[src/rtl/dfc_result_collector_if.sv]
// Burst input and summary output bundle of the DFC result collector.
// The slave side is the collector; the master side feeds words and drains summaries.
interface dfc_result_collector_if #(
  parameter int W         = 9,
  parameter int BURST_LEN = 4
);
  localparam int SUM_W = W + $clog2(BURST_LEN);

  logic [W-1:0]     in_data;
  logic             in_valid;
  logic             res_valid;
  logic             res_ready;
  logic [SUM_W-1:0] res_sum;
  logic [W-1:0]     res_max;
  logic [W-1:0]     res_min;
  logic             full;
  logic             err_abort;
  logic             err_ovf;

  modport master (
    output in_data, in_valid, res_ready,
    input  res_valid, res_sum, res_max, res_min, full, err_abort, err_ovf
  );

  modport slave (
    input  in_data, in_valid, res_ready,
    output res_valid, res_sum, res_max, res_min, full, err_abort, err_ovf
  );
endinterface

[src/rtl/dfc_result_collector.sv]
// Reduces each BURST_LEN-word DFC result burst to sum/max/min and queues the
// summaries in a small circular FIFO behind a valid/ready port.
module dfc_result_collector #(
  parameter int W         = 9,
  parameter int BURST_LEN = 4,
  parameter int DEPTH     = 2
) (
  input  logic                 clk,
  input  logic                 reset_n,
  dfc_result_collector_if.slave bus
);
  localparam int SUM_W = W + $clog2(BURST_LEN);
  localparam int CW    = $clog2(BURST_LEN + 1);
  localparam int PW    = (DEPTH > 1) ? $clog2(DEPTH) : 1;
  localparam int NW    = $clog2(DEPTH + 1);

  localparam logic [0:0] IDLE = 1'b0;
  localparam logic [0:0] ACC  = 1'b1;

  typedef struct packed {
    logic [SUM_W-1:0] sum;
    logic [W-1:0]     max;
    logic [W-1:0]     min;
  } summ_t;

  logic [0:0]    state;
  logic [CW-1:0] cnt, cnt_nxt;
  summ_t         acc, nxt, head;
  summ_t         mem [DEPTH];
  logic [PW-1:0] wr_ptr, rd_ptr;
  logic [NW-1:0] count;
  logic          push, pop, is_full, wr_en, abort_q, ovf_q;

  function automatic logic [PW-1:0] inc(input logic [PW-1:0] p);
    return (p == PW'(DEPTH - 1)) ? '0 : p + PW'(1);
  endfunction

  // Fold the current word into the running summary; IDLE starts a fresh one.
  always_comb begin
    nxt     = acc;
    cnt_nxt = cnt;
    if (state == IDLE) begin
      nxt.sum = SUM_W'(bus.in_data);
      nxt.max = bus.in_data;
      nxt.min = bus.in_data;
      cnt_nxt = CW'(1);
    end else begin
      nxt.sum = acc.sum + SUM_W'(bus.in_data);
      if (bus.in_data > acc.max) nxt.max = bus.in_data;
      if (bus.in_data < acc.min) nxt.min = bus.in_data;
      cnt_nxt = cnt + CW'(1);
    end
  end

  assign push    = bus.in_valid && (cnt_nxt == CW'(BURST_LEN));
  assign pop     = (count != '0) && bus.res_ready;
  assign is_full = (count == NW'(DEPTH));
  // A pop in the same cycle frees the slot, so a full FIFO can still take the push.
  assign wr_en   = push && (!is_full || pop);

  always_ff @(posedge clk or negedge reset_n) begin
    if (!reset_n) begin
      state   <= IDLE;
      cnt     <= '0;
      acc     <= '0;
      abort_q <= 1'b0;
      ovf_q   <= 1'b0;
    end else begin
      abort_q <= (state == ACC) && !bus.in_valid;
      ovf_q   <= push && is_full && !pop;
      if (bus.in_valid) begin
        acc <= nxt;
        if (push) begin
          state <= IDLE;
          cnt   <= '0;
        end else begin
          state <= ACC;
          cnt   <= cnt_nxt;
        end
      end else if (state == ACC) begin
        state <= IDLE;
        cnt   <= '0;
      end
    end
  end

  always_ff @(posedge clk) begin
    if (wr_en) mem[wr_ptr] <= nxt;
  end

  always_ff @(posedge clk or negedge reset_n) begin
    if (!reset_n) begin
      wr_ptr <= '0;
      rd_ptr <= '0;
      count  <= '0;
    end else begin
      if (wr_en) wr_ptr <= inc(wr_ptr);
      if (pop)   rd_ptr <= inc(rd_ptr);
      case ({wr_en, pop})
        2'b10:   count <= count + NW'(1);
        2'b01:   count <= count - NW'(1);
        default: count <= count;
      endcase
    end
  end

  // Summary outputs read zero whenever nothing is queued, including after reset.
  assign head          = mem[rd_ptr];
  assign bus.res_valid = (count != '0);
  assign bus.res_sum   = bus.res_valid ? head.sum : '0;
  assign bus.res_max   = bus.res_valid ? head.max : '0;
  assign bus.res_min   = bus.res_valid ? head.min : '0;
  assign bus.full      = is_full;
  assign bus.err_abort = abort_q;
  assign bus.err_ovf   = ovf_q;
endmodule
[src/flat_wrapper.sv]
// flat-port wrapper written by rule: the top's interface ports become plain ports
module dfc_result_collector_flat 
#(
  parameter int W         = 9,
  parameter int BURST_LEN = 4,
  parameter int DEPTH     = 2
)
  (clk, reset_n, bus_in_data, bus_in_valid, bus_res_ready, bus_res_valid, bus_res_sum, bus_res_max, bus_res_min, bus_full, bus_err_abort, bus_err_ovf);
  dfc_result_collector_if #(.W(W), .BURST_LEN(BURST_LEN)) bus_i ();
  input  logic clk;
  input  logic reset_n;
  input wire logic [$bits(bus_i.in_data)-1:0] bus_in_data;
  input wire logic [$bits(bus_i.in_valid)-1:0] bus_in_valid;
  input wire logic [$bits(bus_i.res_ready)-1:0] bus_res_ready;
  output wire logic [$bits(bus_i.res_valid)-1:0] bus_res_valid;
  output wire logic [$bits(bus_i.res_sum)-1:0] bus_res_sum;
  output wire logic [$bits(bus_i.res_max)-1:0] bus_res_max;
  output wire logic [$bits(bus_i.res_min)-1:0] bus_res_min;
  output wire logic [$bits(bus_i.full)-1:0] bus_full;
  output wire logic [$bits(bus_i.err_abort)-1:0] bus_err_abort;
  output wire logic [$bits(bus_i.err_ovf)-1:0] bus_err_ovf;
  assign bus_i.in_data = bus_in_data;
  assign bus_i.in_valid = bus_in_valid;
  assign bus_i.res_ready = bus_res_ready;
  assign bus_res_valid = bus_i.res_valid;
  assign bus_res_sum = bus_i.res_sum;
  assign bus_res_max = bus_i.res_max;
  assign bus_res_min = bus_i.res_min;
  assign bus_full = bus_i.full;
  assign bus_err_abort = bus_i.err_abort;
  assign bus_err_ovf = bus_i.err_ovf;
  dfc_result_collector #(.W(W), .BURST_LEN(BURST_LEN), .DEPTH(DEPTH)) u_core (.clk(clk), .reset_n(reset_n), .bus(bus_i));
endmodule
[config.mk]
export PLATFORM = sky130hd
export DESIGN_NAME = dfc_result_collector_flat
export DESIGN_NICKNAME = d
export VERILOG_FILES = /design/src/rtl/dfc_result_collector_if.sv /design/src/rtl/dfc_result_collector.sv /design/src/flat_wrapper.sv
export SDC_FILE = /design/constraint.sdc
export NUM_CORES = 1
export LEC_CHECK = 0
export CAP_MARGIN = 20
export CORE_MARGIN = 2
export CORE_UTILIZATION = 45
export CTS_BUF_LIST = sky130_fd_sc_hd__clkbuf_4
export CTS_CLUSTER_SIZE = 10
export DETAILED_ROUTE_END_ITERATION = 12
export GPL_ROUTABILITY_DRIVEN = 0
export SLEW_MARGIN = 20
export SYNTH_ARGS = -nofsm -noshare
export SYNTH_HDL_FRONTEND = slang
export SYNTH_SLANG_ARGS = --single-unit
[constraint.sdc]
create_clock -name clk -period 4.3 [get_ports clk]
set_input_delay 0.86 -clock clk [delete_from_list [all_inputs] [get_ports clk]]
set_output_delay 0.86 -clock clk [all_outputs]
set_load 0.005 [all_outputs]
==> results.md <==
- Outcome: finished, final reports clean
- Multi-input logic area: 2157 sq um
- Chip Width: 109.9 um
- Startpoint Class: primary input
- Cell area after synthesis: 5047 sq um
- VDD IR max: 215.0 uV
- YS warnings: 0
- Finished Layout Cells: 609
- Antenna violation net count after detailed routing: 0
- Die height: 109.9 um
- Pleak: 0.002363 uW
- Synth top area share: 34.51%
- Antenna violations before repair: 0
- Post-synth top area cell: edfxtp_1
- Unique masters post-synth: 53
- Setup_tns: 0 ps
- Number of global-route vias before repair: 3287
- Fin Hold WS: 506.8 ps
- Hold Violations, Final: 0
- CP max FO: 13
- Relative slew margins: 36.50%
- Routed vias: 3267
- Final wirelength: 10120 um
- Die area: 12080 sq um
- CP Data Required Time: 4470 ps
- CTS Buffer Depth: 2
- First-pass GRT wire length: 16530 um
- Row count: 38
- Final Max Tran Viols: 0
- 1st-iter DRT viols: 111
- Crit Path Class: primary input to flop
- Boundary Pins: 46
- Synth Instances: 415
- Clk_lat worst skew: 440 ps
- Most frequent cells in the layout: edfxtp_1 (58), nor2_1 (52), clkdlybuf4s50_1 (44)
- Filler cells: 959
- Worst-Margin Slew: 952.6 ps
- Synth-to-Final Area Change: 15.52%
- Flop and latch count out of synthesis: 97
- Largest net degree at the start of global routing: 40
- Commonest non-fill, non-tap cell in the layout: edfxtp_1
- Fin crit share: 72.77%
- Initial Utilization: 46.36%
- CTS Hold Bufs: 0
- Worst Clk Skew: 28.01 ps
- 1st-pass router iterations: 4
- Detailed-route DRC error count: 0
- Post-CTS Setup Repair Bufs: 0
- Reg2Reg Depth: 3
- RSZ-0062 raised after global routing: no
- Worst hold path class: flop to flop
- Sequential Area: 2718 sq um
- Placed Instances: 593
- Clock slew at reported path FFs: 140 ps
- Setup-failing EPs final: 0
- Root Buffer: clkbuf_4
- Crit path DAT: 3300 ps
- PortBufs: 45
- EDFF count, synth: 58
- Async set-reset flop share out of synthesis: 40.21%
- CTS tree: built
- Vias/cell: 5.365
- Wire per inst: 16.62 um
- Sequential cell area fraction in the yosys report: 53.84%
- Pwr Density: 433.1 nW/um^2
- CP Capture Type: flop
- Detail Placement HPWL: 6857 um
- Main area contributors after synthesis: edfxtp_1 (35%), dfrtp_1 (19%), mux2i_1 (6.7%), ha_1 (6.7%), nor2_1 (3.9%)
- Clock Sinks: 97
- H-tree depth: 3
- Post-CTS Resized: 0
- Ys flop type: edfxtp_1
- FMAX: 319.6 MHz
- Max-Cap Viols: 0
- Core box area: 10890 sq um
- Num CTS Buffers: 9
- Mapped Nets: 456
- Fin crit period: 3129 ps
- All-Layer GR Usage: 18.17%
- Total grt overflow: 0
- WHS Path Cells: 2
- Synthesized area per cell: 12.16 sq um
- Nets: 505
- Layout cells sized above 1: 12.79%
- Number of diodes: 0
## logic make-up (layout without fill, tap and decap cells)
group / after synthesis / count (layout) / share of synthesized area, %
simple gates: 100 / 100 / 8.999
flops: 97 / 97 / 53.84
compound gates: 80 / 80 / 12.12
mux: 57 / 57 / 12.69
buf+inv: 43 / 97 / 3.520
fa+ha+maj: 28 / 28 / 7.090
xor+xnor: 10 / 10 / 1.735
## worst max-delay path, stage by stage
cell	delay (ps)
clkdlybuf4s50_1	400
buf_4	170
ha_1	320
and4_1	230
nand3_1	100
o211a_4	270
nor2_2	510
mux2_2	430
## stage by stage
stage	instance area [sq um]	util [%]	total power (uW)	worst slack, ps
6_report	5831	53.55	2525	1171
4_1_cts	5831	53.55	2549	1206
2_1_floorplan	5047	-	1821	743.1
5_1_grt	5831	53.55	2679	1054
3_3_place_gp	5668	52.06	1987	810.7
3_5_place_dp	5668	52.06	2005	746.6
## area by class of cell
type / instances / share of cell area (%)
Multi-Input combinational cell: 275 / 37.00
Inverter: 26 / 1.674
Clock buffer: 9 / 1.159
Sequential cell: 97 / 46.61
Clock inverter: 7 / 1.631
Timing Repair Buffer: 55 / 8.927
Tap cell: 140 / 3.004
## where the power goes
group	internal (uW)	switching, uW
sequential	1100	71.6
clock	236	307
combinational	383	423
## state kept, by name (all words and copies together) (netlist names)
| name | flops |
|---|---|
| u_core.bus.err_abort | 1 |
| u_core.rd_ptr | 1 |
| u_core.mem | 58 |
| u_core.acc | 29 |
| u_core.bus.err_ovf | 1 |
| u_core.cnt | 3 |
| u_core.state | 1 |
| u_core.count | 2 |
| u_core.wr_ptr | 1 |
## Yosys cell counts, drive strengths merged (2+ instances only)
cell type / count
edfxtp: 58
nor2: 55
dfrtp: 39
mux2i: 34
ha: 27
inv: 25
mux2: 23
nand2: 22
o21ai: 16
a21oi: 15
a221o: 10
clkbuf: 10
buf: 7
xnor2: 7
a211oi: 6
nor3: 6
o21bai: 6
a21o: 5
a31oi: 5
nor3b: 4
o21a: 4
and2: 3
nand2b: 3
xor2: 3
nand3: 2
nor2b: 2
o22ai: 2
o2bb2ai: 2
o31ai: 2
## metal layers
layer | GRT usage [%] | routed length [um] | vias up
met5 | 0 | 0 | -
met4 | 5.877 | 132 | 0
met3 | 2.371 | 282 | 10
met2 | 30.37 | 4877 | 50
met1 | 24.50 | 4828 | 1590
li1 | - | - | 1617
## final timing paths
check,from,to,slack (ps)
max,bus_in_data[8],u_core.mem[1][5]$_DFFE_PP_,1170
min,u_core.cnt[1]$_DFFE_PN0P_,u_core.cnt[1]$_DFFE_PN0P_,510
max reg2reg,u_core.state$_DFF_PN0_,u_core.mem[1][5]$_DFFE_PP_,1370
min reg2reg,u_core.cnt[1]$_DFFE_PN0P_,u_core.cnt[1]$_DFFE_PN0P_,510
max in group asynchronous,reset_n,u_core.acc[23]$_DFFE_PN0P_,3140
min in group asynchronous,reset_n,u_core.bus.err_abort$_DFF_PN0_,550
(Power assumes the default switching activity.)
